===== config.mk =====
export PLATFORM = sky130hd
export DESIGN_NAME = rx_core_cfg_sequencer_flat
export DESIGN_NICKNAME = d
export VERILOG_FILES = /design/src/rtl/rx_core_cfg_sequencer_pkg.sv /design/src/rtl/rx_core_cfg_sequencer_if.sv /design/src/rtl/rx_core_cfg_sequencer_gain_ramp.sv /design/src/rtl/rx_core_cfg_sequencer.sv /design/src/flat_wrapper.sv
export SDC_FILE = /design/constraint.sdc
export NUM_CORES = 1
export LEC_CHECK = 0
export BUFFER_PORTS_ARGS = -buffer_cell sky130_fd_sc_hd__clkbuf_2
export CAP_MARGIN = 20
export CORE_MARGIN = 2
export CORE_UTILIZATION = 64
export DETAILED_ROUTE_END_ITERATION = 12
export PLACE_DENSITY_LB_ADDON = 0.15
export SYNTH_ARGS = -nofsm -noshare
export SYNTH_HDL_FRONTEND = slang
export SYNTH_SLANG_ARGS = --single-unit

===== constraint.sdc =====
create_clock -name clock -period 17.44 [get_ports clock]
set_clock_uncertainty 0.15 [all_clocks]
set_input_delay 3.488 -clock clock [delete_from_list [all_inputs] [get_ports clock]]
set_output_delay 3.488 -clock clock [all_outputs]
set_load 0.01 [all_outputs]

===== src/rtl/rx_core_cfg_sequencer_pkg.sv =====
// Shared types, address map and gain-step helper for the rx_core
// configuration sequencer.
package rx_cfg_pkg;

  localparam int CFG_ADDR_W = 4;
  localparam int CFG_DATA_W = 16;
  localparam int GAIN_W     = 8;

  typedef enum logic [1:0] {
    IDLE      = 2'd0,
    WAIT_SYNC = 2'd1,
    APPLY     = 2'd2,
    RAMP      = 2'd3
  } state_t;

  localparam logic [CFG_ADDR_W-1:0] ADDR_DDC_PINC   = 4'd0;
  localparam logic [CFG_ADDR_W-1:0] ADDR_DEMIX_GAIN = 4'd1;
  localparam logic [CFG_ADDR_W-1:0] ADDR_DEMIX_PINC = 4'd2;
  localparam logic [CFG_ADDR_W-1:0] ADDR_DUC1_PINC  = 4'd3;
  localparam logic [CFG_ADDR_W-1:0] ADDR_DUC2_PINC  = 4'd4;
  localparam logic [CFG_ADDR_W-1:0] ADDR_DUC3_PINC  = 4'd5;
  localparam logic [CFG_ADDR_W-1:0] ADDR_GAIN_DUC1  = 4'd6;
  localparam logic [CFG_ADDR_W-1:0] ADDR_GAIN_DUC2  = 4'd7;
  localparam logic [CFG_ADDR_W-1:0] ADDR_GAIN_DUC3  = 4'd8;

  // Move live toward target by at most step; the 9-bit difference keeps it wrap-free.
  function automatic logic [GAIN_W-1:0] gain_step_toward(
    input logic [GAIN_W-1:0] live,
    input logic [GAIN_W-1:0] target,
    input logic [GAIN_W-1:0] step
  );
    logic [GAIN_W:0]   diff;
    logic [GAIN_W-1:0] mag;
    logic [GAIN_W-1:0] mv;
    logic [GAIN_W-1:0] result;
    diff = {1'b0, target} - {1'b0, live};
    if (diff[GAIN_W]) begin
      mag = live - target;
    end else begin
      mag = diff[GAIN_W-1:0];
    end
    mv = (mag < step) ? mag : step;
    if (diff[GAIN_W]) begin
      result = live - mv;
    end else begin
      result = live + mv;
    end
    return result;
  endfunction

endpackage


===== src/rtl/rx_core_cfg_sequencer_if.sv =====
// Configuration write/commit port of the rx_core configuration sequencer.
interface rx_core_cfg_sequencer_if;
  import rx_cfg_pkg::*;

  logic                  cfg_valid;
  logic                  cfg_ready;
  logic [CFG_ADDR_W-1:0] cfg_addr;
  logic [CFG_DATA_W-1:0] cfg_data;
  logic                  commit;

  modport master (
    output cfg_valid, cfg_addr, cfg_data, commit,
    input  cfg_ready
  );

  modport slave (
    input  cfg_valid, cfg_addr, cfg_data, commit,
    output cfg_ready
  );

endinterface


===== src/rtl/rx_core_cfg_sequencer_gain_ramp.sv =====
// One DUC gain: steps its live value toward the target when enabled.
module gain_ramp
  import rx_cfg_pkg::*;
#(
  parameter int GAIN_STEP = 1
) (
  input  logic              clock,
  input  logic              reset,
  input  logic [GAIN_W-1:0] target,
  input  logic              step_en,
  output logic [GAIN_W-1:0] gain,
  output logic              at_target
);

  localparam logic [GAIN_W-1:0] STEP = GAIN_W'(GAIN_STEP);

  logic [GAIN_W-1:0] gain_r;

  // Live gain register, moved one bounded step per enable.
  always_ff @(posedge clock or posedge reset) begin
    if (reset) begin
      gain_r <= {GAIN_W{1'b0}};
    end else if (step_en) begin
      gain_r <= gain_step_toward(gain_r, target, STEP);
    end
  end

  assign gain      = gain_r;
  assign at_target = (gain_r == target);

endmodule


===== src/rtl/rx_core_cfg_sequencer.sv =====
// Shadow/live configuration sequencer: writes collect in shadow registers and
// a commit applies them on a frame wrap, with DUC gains ramped afterwards.
module rx_core_cfg_sequencer
  import rx_cfg_pkg::*;
#(
  parameter int FRAME_LEN     = 64,
  parameter int GAIN_STEP     = 1,
  parameter int RAMP_INTERVAL = 4
) (
  input  logic                   clock,
  input  logic                   reset,
  rx_core_cfg_sequencer_if.slave cfg,
  output logic                   busy,
  output logic                   apply_strobe,
  output logic                   addr_err,
  output logic [CFG_DATA_W-1:0]  ddc_phase_inc,
  output logic [CFG_DATA_W-1:0]  demix_gain,
  output logic [CFG_DATA_W-1:0]  demix_phase_inc,
  output logic [CFG_DATA_W-1:0]  duc1_phase_inc,
  output logic [CFG_DATA_W-1:0]  duc2_phase_inc,
  output logic [CFG_DATA_W-1:0]  duc3_phase_inc,
  output logic [GAIN_W-1:0]      gain_duc1,
  output logic [GAIN_W-1:0]      gain_duc2,
  output logic [GAIN_W-1:0]      gain_duc3
);

  localparam int CNT_W  = (FRAME_LEN > 1) ? $clog2(FRAME_LEN) : 1;
  localparam int RAMP_W = (RAMP_INTERVAL > 1) ? $clog2(RAMP_INTERVAL) : 1;
  localparam logic [CNT_W-1:0]  FRAME_LAST = CNT_W'(FRAME_LEN - 1);
  localparam logic [CNT_W-1:0]  FRAME_ONE  = CNT_W'(1);
  localparam logic [RAMP_W-1:0] RAMP_LAST  = RAMP_W'(RAMP_INTERVAL - 1);
  localparam logic [RAMP_W-1:0] RAMP_ONE   = RAMP_W'(1);

  state_t                state_r;
  logic                  busy_r;
  logic                  strobe_r;
  logic                  pending_r;
  logic                  addr_err_r;
  logic [CNT_W-1:0]      frame_cnt_r;
  logic [RAMP_W-1:0]     ramp_cnt_r;
  logic [CFG_DATA_W-1:0] shadow_pinc_r [6];
  logic [GAIN_W-1:0]     shadow_gain_r [3];
  logic [CFG_DATA_W-1:0] live_pinc_r   [6];
  logic [GAIN_W-1:0]     target_r      [3];

  logic       cfg_ready_s;
  logic       wr_s;
  logic       frame_wrap_s;
  logic       step_en_s;
  logic       all_at_s;
  logic [2:0] at_target_s;

  assign cfg_ready_s   = (state_r == IDLE);
  assign cfg.cfg_ready = cfg_ready_s;
  assign wr_s          = cfg.cfg_valid && cfg_ready_s;
  assign frame_wrap_s  = (frame_cnt_r == FRAME_LAST);
  assign all_at_s      = &at_target_s;
  assign step_en_s     = (state_r == RAMP) && !all_at_s && (ramp_cnt_r == RAMP_LAST);

  // Free-running frame counter; the FSM never stalls it.
  always_ff @(posedge clock or posedge reset) begin
    if (reset) begin
      frame_cnt_r <= {CNT_W{1'b0}};
    end else if (frame_wrap_s) begin
      frame_cnt_r <= {CNT_W{1'b0}};
    end else begin
      frame_cnt_r <= frame_cnt_r + FRAME_ONE;
    end
  end

  // Shadow register file and sticky unmapped-address flag.
  always_ff @(posedge clock or posedge reset) begin
    if (reset) begin
      for (int i = 0; i < 6; i++) shadow_pinc_r[i] <= {CFG_DATA_W{1'b0}};
      for (int i = 0; i < 3; i++) shadow_gain_r[i] <= {GAIN_W{1'b0}};
      addr_err_r <= 1'b0;
    end else if (wr_s) begin
      case (cfg.cfg_addr)
        ADDR_DDC_PINC:   shadow_pinc_r[0] <= cfg.cfg_data;
        ADDR_DEMIX_GAIN: shadow_pinc_r[1] <= cfg.cfg_data;
        ADDR_DEMIX_PINC: shadow_pinc_r[2] <= cfg.cfg_data;
        ADDR_DUC1_PINC:  shadow_pinc_r[3] <= cfg.cfg_data;
        ADDR_DUC2_PINC:  shadow_pinc_r[4] <= cfg.cfg_data;
        ADDR_DUC3_PINC:  shadow_pinc_r[5] <= cfg.cfg_data;
        ADDR_GAIN_DUC1:  shadow_gain_r[0] <= cfg.cfg_data[GAIN_W-1:0];
        ADDR_GAIN_DUC2:  shadow_gain_r[1] <= cfg.cfg_data[GAIN_W-1:0];
        ADDR_GAIN_DUC3:  shadow_gain_r[2] <= cfg.cfg_data[GAIN_W-1:0];
        default:         addr_err_r       <= 1'b1;
      endcase
    end
  end

  // Sequencing FSM with live phase registers, gain targets and ramp pacing.
  always_ff @(posedge clock or posedge reset) begin
    if (reset) begin
      state_r    <= IDLE;
      busy_r     <= 1'b0;
      strobe_r   <= 1'b0;
      pending_r  <= 1'b0;
      ramp_cnt_r <= {RAMP_W{1'b0}};
      for (int i = 0; i < 6; i++) live_pinc_r[i] <= {CFG_DATA_W{1'b0}};
      for (int i = 0; i < 3; i++) target_r[i] <= {GAIN_W{1'b0}};
    end else begin
      strobe_r <= 1'b0;
      // Commits arriving while busy collapse into a single pending request.
      if ((state_r != IDLE) && cfg.commit) begin
        pending_r <= 1'b1;
      end
      case (state_r)
        IDLE: begin
          if (cfg.commit || pending_r) begin
            state_r   <= WAIT_SYNC;
            busy_r    <= 1'b1;
            pending_r <= 1'b0;
          end
        end
        WAIT_SYNC: begin
          if (frame_wrap_s) begin
            state_r  <= APPLY;
            strobe_r <= 1'b1;
            for (int i = 0; i < 6; i++) live_pinc_r[i] <= shadow_pinc_r[i];
            for (int i = 0; i < 3; i++) target_r[i] <= shadow_gain_r[i];
          end
        end
        APPLY: begin
          state_r    <= RAMP;
          ramp_cnt_r <= {RAMP_W{1'b0}};
        end
        RAMP: begin
          if (all_at_s) begin
            state_r <= IDLE;
            busy_r  <= 1'b0;
          end else if (ramp_cnt_r == RAMP_LAST) begin
            ramp_cnt_r <= {RAMP_W{1'b0}};
          end else begin
            ramp_cnt_r <= ramp_cnt_r + RAMP_ONE;
          end
        end
        default: begin
          state_r <= IDLE;
          busy_r  <= 1'b0;
        end
      endcase
    end
  end

  gain_ramp #(.GAIN_STEP(GAIN_STEP)) u_ramp_duc1 (
    .clock(clock), .reset(reset), .target(target_r[0]), .step_en(step_en_s),
    .gain(gain_duc1), .at_target(at_target_s[0])
  );
  gain_ramp #(.GAIN_STEP(GAIN_STEP)) u_ramp_duc2 (
    .clock(clock), .reset(reset), .target(target_r[1]), .step_en(step_en_s),
    .gain(gain_duc2), .at_target(at_target_s[1])
  );
  gain_ramp #(.GAIN_STEP(GAIN_STEP)) u_ramp_duc3 (
    .clock(clock), .reset(reset), .target(target_r[2]), .step_en(step_en_s),
    .gain(gain_duc3), .at_target(at_target_s[2])
  );

  assign busy            = busy_r;
  assign apply_strobe    = strobe_r;
  assign addr_err        = addr_err_r;
  assign ddc_phase_inc   = live_pinc_r[0];
  assign demix_gain      = live_pinc_r[1];
  assign demix_phase_inc = live_pinc_r[2];
  assign duc1_phase_inc  = live_pinc_r[3];
  assign duc2_phase_inc  = live_pinc_r[4];
  assign duc3_phase_inc  = live_pinc_r[5];

endmodule


===== src/flat_wrapper.sv =====
// flat-port wrapper written by rule: the top's interface ports become plain ports
module rx_core_cfg_sequencer_flat import rx_cfg_pkg::*;
#(
  parameter int FRAME_LEN     = 64,
  parameter int GAIN_STEP     = 1,
  parameter int RAMP_INTERVAL = 4
)
  (clock, reset, busy, apply_strobe, addr_err, ddc_phase_inc, demix_gain, demix_phase_inc, duc1_phase_inc, duc2_phase_inc, duc3_phase_inc, gain_duc1, gain_duc2, gain_duc3, cfg_cfg_valid, cfg_cfg_addr, cfg_cfg_data, cfg_commit, cfg_cfg_ready);
  rx_core_cfg_sequencer_if cfg_i ();
  input  logic clock;
  input  logic reset;
  output logic busy;
  output logic apply_strobe;
  output logic addr_err;
  output logic [CFG_DATA_W-1:0] ddc_phase_inc;
  output logic [CFG_DATA_W-1:0] demix_gain;
  output logic [CFG_DATA_W-1:0] demix_phase_inc;
  output logic [CFG_DATA_W-1:0] duc1_phase_inc;
  output logic [CFG_DATA_W-1:0] duc2_phase_inc;
  output logic [CFG_DATA_W-1:0] duc3_phase_inc;
  output logic [GAIN_W-1:0] gain_duc1;
  output logic [GAIN_W-1:0] gain_duc2;
  output logic [GAIN_W-1:0] gain_duc3;
  input wire logic [$bits(cfg_i.cfg_valid)-1:0] cfg_cfg_valid;
  input wire logic [$bits(cfg_i.cfg_addr)-1:0] cfg_cfg_addr;
  input wire logic [$bits(cfg_i.cfg_data)-1:0] cfg_cfg_data;
  input wire logic [$bits(cfg_i.commit)-1:0] cfg_commit;
  output wire logic [$bits(cfg_i.cfg_ready)-1:0] cfg_cfg_ready;
  assign cfg_i.cfg_valid = cfg_cfg_valid;
  assign cfg_i.cfg_addr = cfg_cfg_addr;
  assign cfg_i.cfg_data = cfg_cfg_data;
  assign cfg_i.commit = cfg_commit;
  assign cfg_cfg_ready = cfg_i.cfg_ready;
  rx_core_cfg_sequencer #(.FRAME_LEN(FRAME_LEN), .GAIN_STEP(GAIN_STEP), .RAMP_INTERVAL(RAMP_INTERVAL)) u_core (.clock(clock), .reset(reset), .cfg(cfg_i), .busy(busy), .apply_strobe(apply_strobe), .addr_err(addr_err), .ddc_phase_inc(ddc_phase_inc), .demix_gain(demix_gain), .demix_phase_inc(demix_phase_inc), .duc1_phase_inc(duc1_phase_inc), .duc2_phase_inc(duc2_phase_inc), .duc3_phase_inc(duc3_phase_inc), .gain_duc1(gain_duc1), .gain_duc2(gain_duc2), .gain_duc3(gain_duc3));
endmodule

==> impl_metrics.ini, run 1 <==
[route]
ant_nets = 0
dr_total_vias = 9091
drc_errors = 0
drtIter0Drc = 477
wire_per_inst_um = 19.1
wl_um = 29800
viasPerCell = 5.82
dr.pass1.iters = 7

[floorplanning]
initial_core_util = 0.650
rows = 53
die_h_um = 150
ios = 148
coreArea_mm2 = 0.0210
die_x_um = 150
die_area_mm2 = 0.0225

[clocking]
clk_latency_ps = 570
clkSlewWorstSetupHoldPaths_ps = 60
ctsLongestPathBuffers = 3
cts.sinks = 278
cts_setup_buffers = 0
cts-root-buf = clkbuf_16
cts_inserted_buffers = 28
cts_tree = yes
htreeDepth = 1
ctsHoldBuffers = 0
cts_resized = 0

[worst_setup_path]
cp-end-kind = asynchronous set/reset pin
r2r_start = u_core.u_ramp_duc1.gain[1]
r2r_end = u_core.u_ramp_duc1.gain[7]
cp-start-kind = primary input
critPathArrivalTime_ps = 5960
worstPathRequired_ps = 17820
criticalPathCategory = in2async
worstPathMaxFanout = 138
rrSetupSlack_ps = 12010
worstRegToRegCells = 21

[grt]
grt_overflow = 0
top_usage_layer = met2
grt_max_degree = 139
first_global_vias = 9039
met3_usage = 0.0692
met1_usage = 0.362
met2_usage = 0.439
antenna_found_initial = 0
grt_pass1_wl_um = 47800
grt_usage = 0.270

[power_and_ir_drop]
leakagePower_nw = 8.05
powerDensity_mw_per_mm2 = 84.6
ir_worst_vdd_mv = 0.0915
finalPower_w = 0.00132

[sta]
fin_crit_ps = 5580
rsz0062_at_grt = false
tightest_slew_ps = 1010
fmax_ghz = 0.179
drv_slew = 0
relSlewSlack = 0.323
tns_ps = 0
hold_viol = 0
final-setup-viol-count = 0
period_share = 0.320

[yosys]
avgSynthCellArea_um2 = 12.2
synth_top_flop_cell = dfrtp_1
synth_edf_count = 0
ys_seq_area_frac = 0.510
synthArstFlopShare = 1.00
synth_cell_types = 74
syn_area_mm2 = 0.0136
ys_ff_latch = 278
synthTopCellsByArea = dfrtp_1 51%, mux2_2 18%, ha_1 6.9%, nand2_1 2.1%, inv_1 2.0%
syn_inst = 1118
yosysTopAreaCellShare = 0.510
synth_area_leader_cell = dfrtp_1
ys_warn_count = 0

[layout]
nNetsFinal = 1370
layout-drive-gt1-share = 0.354
final_common_cell = dfrtp_1
fillCellCount = 1435
syn_to_final_growth_pct = 14.7
final_cell_mix = 278 x dfrtp_1, 222 x mux2_2, 147 x clkbuf_2
fin_util = 0.746

[hold_path]
min-delay-start = u_core.frame_cnt_r[5]
min_to = u_core.frame_cnt_r[5]
hold_path_class = reg2reg
holdPathStages = 1

[place]
gp_congestion = 0.873
hpwl_um = 20200
io_buffers = 147

[run]
drv_cap = 0

[run_status]
status = finished, final reports clean
-- worst max path at each step --
stage	startpoint	endpoint	slack (ps)	depth (start not counted)
5_1_grt	reset	u_core.frame_cnt_r[3]	11340	4
3_3_place_gp	reset	u_core.frame_cnt_r[2]	11170	4
4_1_cts	reset	u_core.frame_cnt_r[4]	11720	4
2_1_floorplan	reset	u_core.addr_err	6140	1
3_5_place_dp	reset	u_core.frame_cnt_r[0]	11140	4
6_report	reset	u_core.frame_cnt_r[3]	11860	4
-- Yosys cell counts, types with 6 or more instances --
cell,count
mux2_2,222
nand3b_1,7
nand2_1,75
a21oi_1,51
o21ai_1,6
nand3_1,22
dfrtp_1,278
buf_2,8
inv_1,71
xnor2_1,15
o21ai_0,48
ha_1,75
nand4_1,6
clkbuf_1,29
fa_1,9
nor3_1,15
nand2b_1,14
nor2_1,30
a21o_1,25
xor2_1,16
-- critical path: stages --
cell and delay [ps]:
clkbuf_2 120, inv_8 620, buf_4 800, buf_4 830
-- registers in the layout, indices dropped and copies added (netlist names), 2 cells and up --
name / count
u_core.ddc_phase_inc: 16
u_core.demix_gain: 16
u_core.demix_phase_inc: 16
u_core.duc1_phase_inc: 16
u_core.duc2_phase_inc: 16
u_core.duc3_phase_inc: 16
u_core.frame_cnt_r: 6
u_core.ramp_cnt_r: 2
u_core.shadow_gain_r: 24
u_core.shadow_pinc_r: 96
u_core.state_r: 2
u_core.target_r: 24
u_core.u_ramp_duc1.gain: 8
u_core.u_ramp_duc2.gain: 8
u_core.u_ramp_duc3.gain: 8
-- report_power, final --
group	switching, W	internal [W]	leakage [nW]	total (W)
clock	0.000259	0.000397	0.506	0.000656
combinational	0.0000195	0.00000275	3.79	0.0000223
sequential	0.00000000000000000000135	0.000645	3.76	0.000645
-- final cells by class --
cell class                      instances  area (um^2)  share of cell area
Inverter                               72          279              0.0178
Clock inverter                         16          246              0.0158
Tap cell                              275          344              0.0220
Antenna cell                            2         5.00            0.000320
Sequential cell                       278         6960               0.445
Timing Repair Buffer                  156          801              0.0512
Multi-Input combinational cell        726         6210               0.397
Clock buffer                           36          791              0.0506
-- logic make-up (layout without fill, tap and decap cells) --
family	after synthesis	count (layout)	share of synthesized area
DFF	278	278	0.510
adders and majority gates	84	84	0.0821
buffers and inverters	116	280	0.0355
and+or+nand+nor	190	190	0.0688
xor gates and xnor gates	31	31	0.0199
other	1	5	0.000275
AOI/OAI and AO/OA	192	192	0.0957
muxes	226	226	0.187
-- per-layer routing --
metal | routed length [um] | up-vias
met5 | 0 | -
met4 | 774 | 0
met3 | 2000 | 58
met2 | 14400 | 241
met1 | 12700 | 4555
li1 | - | 4237
-- metrics by stage --
| step | hold slack (ps) | setup WS, ps | instance area (um^2) | std cells |
|---|---|---|---|---|
| floorplan | 294 | 6140 | 13600 | 1120 |
| CTS | 328 | 11720 | 15600 | 1558 |
| detailed placement | 316 | 11140 | 14600 | 1506 |
| global placement | 309 | 11170 | 14600 | 1506 |
| global route | 351 | 11340 | 15600 | 1559 |
| finish | 328 | 11860 | 15600 | 1561 |
Power figures use the tool's default switching activity.
==> inputs of run 2 (changes only) <==
- CORE_UTILIZATION: 64 -> 59
- clock period: 17.44 -> 5.2 ns (I/O delays scaled with it)
==> run 2 against run 1 <==
Core utilization decreased by 5.3 points. Cell area increased by 0.34%. Total power increased to 3.3 times the previous value. Sequential share of layout area decreased by 0.14 points. Combinational power increased to 3.4 times the previous value. Hold slack got worse by 7.1 ps. Register-to-register slack got worse by 12000 ps. First-iteration DRC count increased by 16%.
==> impl_metrics.ini, run 2 (synthesis gave the netlist of run 1 again) <==
[layout]
nNetsFinal = 1377
diodes = 0
syn_to_final_growth_pct = 15.1
max_flop_register = u_core.shadow_pinc_r
fin_area_mm2 = 0.0157
final_common_cell = dfrtp_1
largest_reg_flops = 96
instances_no_fill = 1572
top_regs = u_core.shadow_pinc_r x96, u_core.shadow_gain_r x24, u_core.target_r x24
final_cell_mix = 277 x dfrtp_1, 222 x mux2_2, 147 x clkbuf_2
layout-drive-gt1-share = 0.358

[sta]
period_share = 0.912
final-setup-viol-count = 0
drv_slew = 0
fmax_ghz = 0.211
fin_crit_ps = 4740
relSlewSlack = 0.271
tightest_slew_ps = 1090
rsz0062_at_grt = false
tns_ps = 0
layout_setup_ws_ps = 457
hold_viol = 0

[worst_setup_path]
worstRegToRegCells = 20
cpMaxStageDelayCell = or4_4
cp_cell_sequence = inv_1 -> ha_1 -> nand3_2 -> a21oi_4 -> o221a_1 -> o311ai_2 -> xor2_1 -> or4_4 -> clkinv_2 -> ha_1 -> nand2_1 -> ha_1 -> a21o_1 -> a21o_1 -> a21o_1 -> nand2_1 -> a211o_1 -> or3_1 -> a21oi_2 -> xnor2_1
cpPeakStageDelay_ps = 570
r2r_end = u_core.u_ramp_duc3.gain[7]
cp-end-kind = register
rrSetupSlack_ps = 460
worstPathMaxFanout = 12
criticalPathCategory = reg2reg
r2r_start = u_core.u_ramp_duc3.gain[2]
cp-start-kind = register
critPathArrivalTime_ps = 5070
worstPathRequired_ps = 5530

[grt]
grt_pass1_wl_um = 47300
antenna_found_initial = 0
grt_max_degree = 183
grt_usage = 0.245
grt_overflow = 0
first_global_vias = 8751

[clocking]
clkSlewWorstSetupHoldPaths_ps = 60
ctsLongestPathBuffers = 3
ctsHoldBuffers = 0
cts-root-buf = clkbuf_16
clk_latency_ps = 560
cts_tree = yes
cts_inserted_buffers = 29
cts.sinks = 278
htreeDepth = 1

[floorplanning]
initial_core_util = 0.602
die_h_um = 156
ios = 148
die_x_um = 156
coreArea_mm2 = 0.0226
rows = 55
die_area_mm2 = 0.0243

[route]
dr_wl_met3_um = 1750
wl_um = 29400
ant_nets = 0
dr_total_vias = 8873
met1Wirelength_um = 13500
drc_errors = 0
dr.pass1.iters = 5
top_layer = met4
wire_per_inst_um = 18.7
viasPerCell = 5.64
dr_wl_met2_um = 13500
drtIter0Drc = 554

[run_status]
status = finished, final reports clean

[power_and_ir_drop]
finalPower_w = 0.00440
leakagePower_nw = 8.07
powerDensity_mw_per_mm2 = 281
ir_worst_vdd_mv = 0.318

[place]
gp_congestion = 0.880
io_buffers = 147
dp_slack_ps = 264
place_area_mm2 = 0.0147
place_inst = 1523
hpwl_um = 20000

[hold_path]
holdPathStages = 2
min_to = u_core.target_r[6]
min-delay-start = u_core.shadow_gain_r[6]
hold_path_class = reg2reg

[run]
drv_cap = 0
-- run 2: cell types whose count changed in the layout (fill, tap and decap cells not counted), moves of 2 or more --
cell,before,now
buf_4,8,13
clkbuf_8,6,9
clkinv_2,6,3
buf_12,0,2
bufinv_16,5,3
clkinv_4,1,3
diode_2,2,0
inv_6,2,0
-- run 2: power breakdown --
part	leakage (nW)	switching, W	internal [W]	total (W)
sequential	3.76	0.00000000000000000000473	0.00216	0.00216
clock	0.496	0.000866	0.00130	0.00216
combinational	3.82	0.0000643	0.0000112	0.0000755
total	8.07	0.000930	0.00347	0.00440
-- run 2: worst max path at each step --
stage	endpoint	from	slack, ps	cells after the start
after floorplan	u_core.addr_err	reset	330	1
after global placement	u_core.u_ramp_duc1.gain[7]	u_core.u_ramp_duc1.gain[1]	420	21
after detailed placement	u_core.u_ramp_duc1.gain[7]	u_core.u_ramp_duc1.gain[1]	260	21
after CTS	u_core.u_ramp_duc1.gain[7]	u_core.u_ramp_duc1.gain[1]	250	21
after global routing	u_core.u_ramp_duc1.gain[7]	u_core.target_r[16]	80	24
final	u_core.u_ramp_duc3.gain[7]	u_core.u_ramp_duc3.gain[2]	460	20
-- run 2: layout make-up --
type                            count  area [um^2]
Clock inverter                     10          154
Multi-Input combinational cell    726         6220
Tap cell                          285          357
Sequential cell                   278         6960
Clock buffer                       39          853
Timing Repair Buffer              162          873
Fill cell                        1608         6950
Inverter                           72          275
-- run 2: repair_timing --
item                                    4_1_cts  5_1_grt
endpoints found under the setup margin        0        1
endpoints found under the hold margin         0        0
gates resized for setup                       0        3
buffers inserted                              0        0
-- run 2: metrics by stage --
stage | utilization | hold slack (ps)
5_1_grt | 0.693 | 341
6_report | 0.693 | 321
2_1_floorplan | - | 294
3_5_place_dp | 0.648 | 313
3_3_place_gp | 0.648 | 304
4_1_cts | 0.693 | 322
-- run 2: worst max-delay path: cells and delay by family (launching register included) --
kind	cells	cell delay (ps)
xor gates and xnor gates	2	290
DFF	1	420
and+or+nand+nor	5	1260
AOI/OAI and AO/OA	8	1440
adders and majority gates	3	940
buffers and inverters	2	170
-- run 2: per-layer routing --
| metal | vias up | GRT usage |
|---|---|---|
| li1 | 4233 | - |
| met1 | 4397 | 0.350 |
| met4 | 0 | 0.0542 |
| met3 | 40 | 0.0578 |
| met2 | 203 | 0.387 |
| met5 | - | 0 |
==> inputs of run 3 (changes only) <==
--- a/constraint.sdc
+++ b/constraint.sdc
@@ -4,2 +4,2 @@
 set_output_delay 1.04 -clock clock [all_outputs]
-set_load 0.01 [all_outputs]
+set_load 0.1 [all_outputs]
==> run 3 against run 2 <==
Critical endpoint unchanged. Non-clock buffer count up 2. Global-route usage down 0.27 points. Register-to-register slack worse by 90 ps. Total power down 1.5%. Hold slack worse by 1.4 ps. Via count up 0.66%. Sequential cell count unchanged. Sequential share of layout area down 0.059 points. Sequential power about the same. Setup slack worse by 88 ps. Core utilization up 0.10 points.
==> impl_metrics.ini, run 3 (synthesis gave the netlist of run 1 again) <==
[floorplanning]
die_h_um = 156
ios = 148
coreArea_mm2 = 0.0226
initial_core_util = 0.602
rows = 55
die_x_um = 156
die_area_mm2 = 0.0243

[grt]
grt_pass1_wl_um = 47000
antenna_found_initial = 1
grt_overflow = 0
first_global_vias = 8899
grt_usage = 0.243
grt_max_degree = 175

[layout]
final_cell_mix = 276 x dfrtp_1, 222 x mux2_2, 147 x clkbuf_2
multi_input_area_mm2 = 0.00622
fillCellCount = 1625
nNetsFinal = 1379
layout-drive-gt1-share = 0.360
seq_area_mm2 = 0.00696
largest_reg_flops = 96
diodes = 0
max_flop_register = u_core.shadow_pinc_r
syn_to_final_growth_pct = 15.3
top_regs = u_core.shadow_pinc_r x96, u_core.shadow_gain_r x24, u_core.target_r x24
final_common_cell = dfrtp_1

[worst_setup_path]
rrSetupSlack_ps = 370
cp-start-kind = register
cp_cell_sequence = inv_1 -> ha_1 -> nand3_2 -> a21oi_4 -> o221a_1 -> o311ai_2 -> xor2_1 -> or4_4 -> clkinv_2 -> ha_1 -> nand2_1 -> ha_1 -> a21o_1 -> a21o_1 -> a21o_1 -> nand2_1 -> a211o_1 -> or3_1 -> a21oi_2 -> xnor2_1
worstRegToRegCells = 20
cpMaxStageDelayCell = or4_4
r2r_start = u_core.u_ramp_duc3.gain[2]
criticalPathCategory = reg2reg
cp-end-kind = register
critPathArrivalTime_ps = 5150
worstPathRequired_ps = 5520
cpPeakStageDelay_ps = 570
worstPathMaxFanout = 12
r2r_end = u_core.u_ramp_duc3.gain[7]

[power_and_ir_drop]
cellInternalPower_w = 0.00343
leakagePower_nw = 8.07
switching_share = 0.209
clockPowerShare = 0.484
finalPower_w = 0.00434
power.share.sequential = 0.499
ir_worst_vdd_mv = 0.294
pwr-share-comb = 0.017
powerDensity_mw_per_mm2 = 276
p_switching_w = 0.000906

[clocking]
ctsLongestPathBuffers = 3
clk_latency_ps = 550
cts_inserted_buffers = 29
htreeDepth = 1
cts.sinks = 278
cts_tree = yes
clkSlewWorstSetupHoldPaths_ps = 60
cts_setup_buffers = 0
cts-root-buf = clkbuf_16

[route]
wire_per_inst_um = 18.5
ant_nets = 0
wl_um = 29300
dr.pass1.iters = 6
dr_total_vias = 8932
viasPerCell = 5.66
drtIter0Drc = 455
drc_errors = 0

[sta]
relSlewSlack = 0.293
tns_ps = 0
fmax_ghz = 0.207
final-setup-viol-count = 0
period_share = 0.929
drv_slew = 0
tightest_slew_ps = 1060
rsz0062_at_grt = false
hold_viol = 0
fin_crit_ps = 4830

[hold_path]
hold_path_class = reg2reg
min-delay-start = u_core.frame_cnt_r[4]
min_to = u_core.frame_cnt_r[4]
holdPathStages = 1

[place]
hpwl_um = 20300
io_buffers = 147
gp_congestion = 0.881

[run_status]
status = finished, final reports clean

[run]
drv_cap = 0
run 3: power by group through the flow:
stage,combinational [W],clock (W),sequential [W]
2_1_floorplan,0.0000346,0,0.00220
3_3_place_gp,0.0000784,0,0.00220
3_5_place_dp,0.0000785,0,0.00220
4_1_cts,0.0000789,0.00214,0.00216
5_1_grt,0.0000878,0.00223,0.00216
6_report,0.0000755,0.00210,0.00216
run 3: worst max path at each step:
stage                                  to  cells past startpoint                       start  slack (ps)
3_5_place_dp   u_core.u_ramp_duc3.gain[7]                     20  u_core.u_ramp_duc3.gain[2]         400
2_1_floorplan  u_core.u_ramp_duc1.gain[0]                      1                       reset          20
5_1_grt        u_core.u_ramp_duc1.gain[7]                     21  u_core.u_ramp_duc1.gain[2]          60
3_3_place_gp   u_core.u_ramp_duc3.gain[7]                     20  u_core.u_ramp_duc3.gain[2]         370
6_report       u_core.u_ramp_duc3.gain[7]                     20  u_core.u_ramp_duc3.gain[2]         370
4_1_cts        u_core.u_ramp_duc3.gain[7]                     20  u_core.u_ramp_duc3.gain[2]         360
run 3: metrics by stage:
step	hold slack [ps]	setup slack (ps)	cells	area [um^2]	util
final	319	370	1579	15700	0.694
after global routing	343	61.5	1579	15700	0.694
after CTS	327	361	1578	15700	0.693
after detailed placement	312	404	1524	14700	0.649
after global placement	307	375	1524	14700	0.649
after floorplan	294	19.4	1120	13600	-
run 3: worst max-delay path: cells and delay by family (launching register included):
kind	cells	cell delay [ps]
adders and majority gates	3	920
DFF	1	440
buffers and inverters	2	180
and+or+nand+nor	5	1280
AOI/OAI and AO/OA	8	1480
xor gates and xnor gates	2	290
run 3: area by class of cell:
class | count | area share
Tap cell | 285 | 0.0227
Sequential cell | 278 | 0.443
Inverter | 72 | 0.0175
Timing Repair Buffer | 164 | 0.0572
Clock buffer | 42 | 0.0550
Multi-Input combinational cell | 726 | 0.396
Clock inverter | 12 | 0.00844
run 3: repair_timing:
action | CTS | global route
hold buffers | 0 | 0
gates resized for setup | 0 | 3
endpoints found under the setup margin | 0 | 1
run 3: layer usage:
metal	vias up	global-route usage	share of wire
li1	4246	-	-
met1	4434	0.341	0.46
met2	208	0.383	0.46
met3	42	0.0639	0.064
met4	2	0.0555	0.018
met5	-	0	0.00038
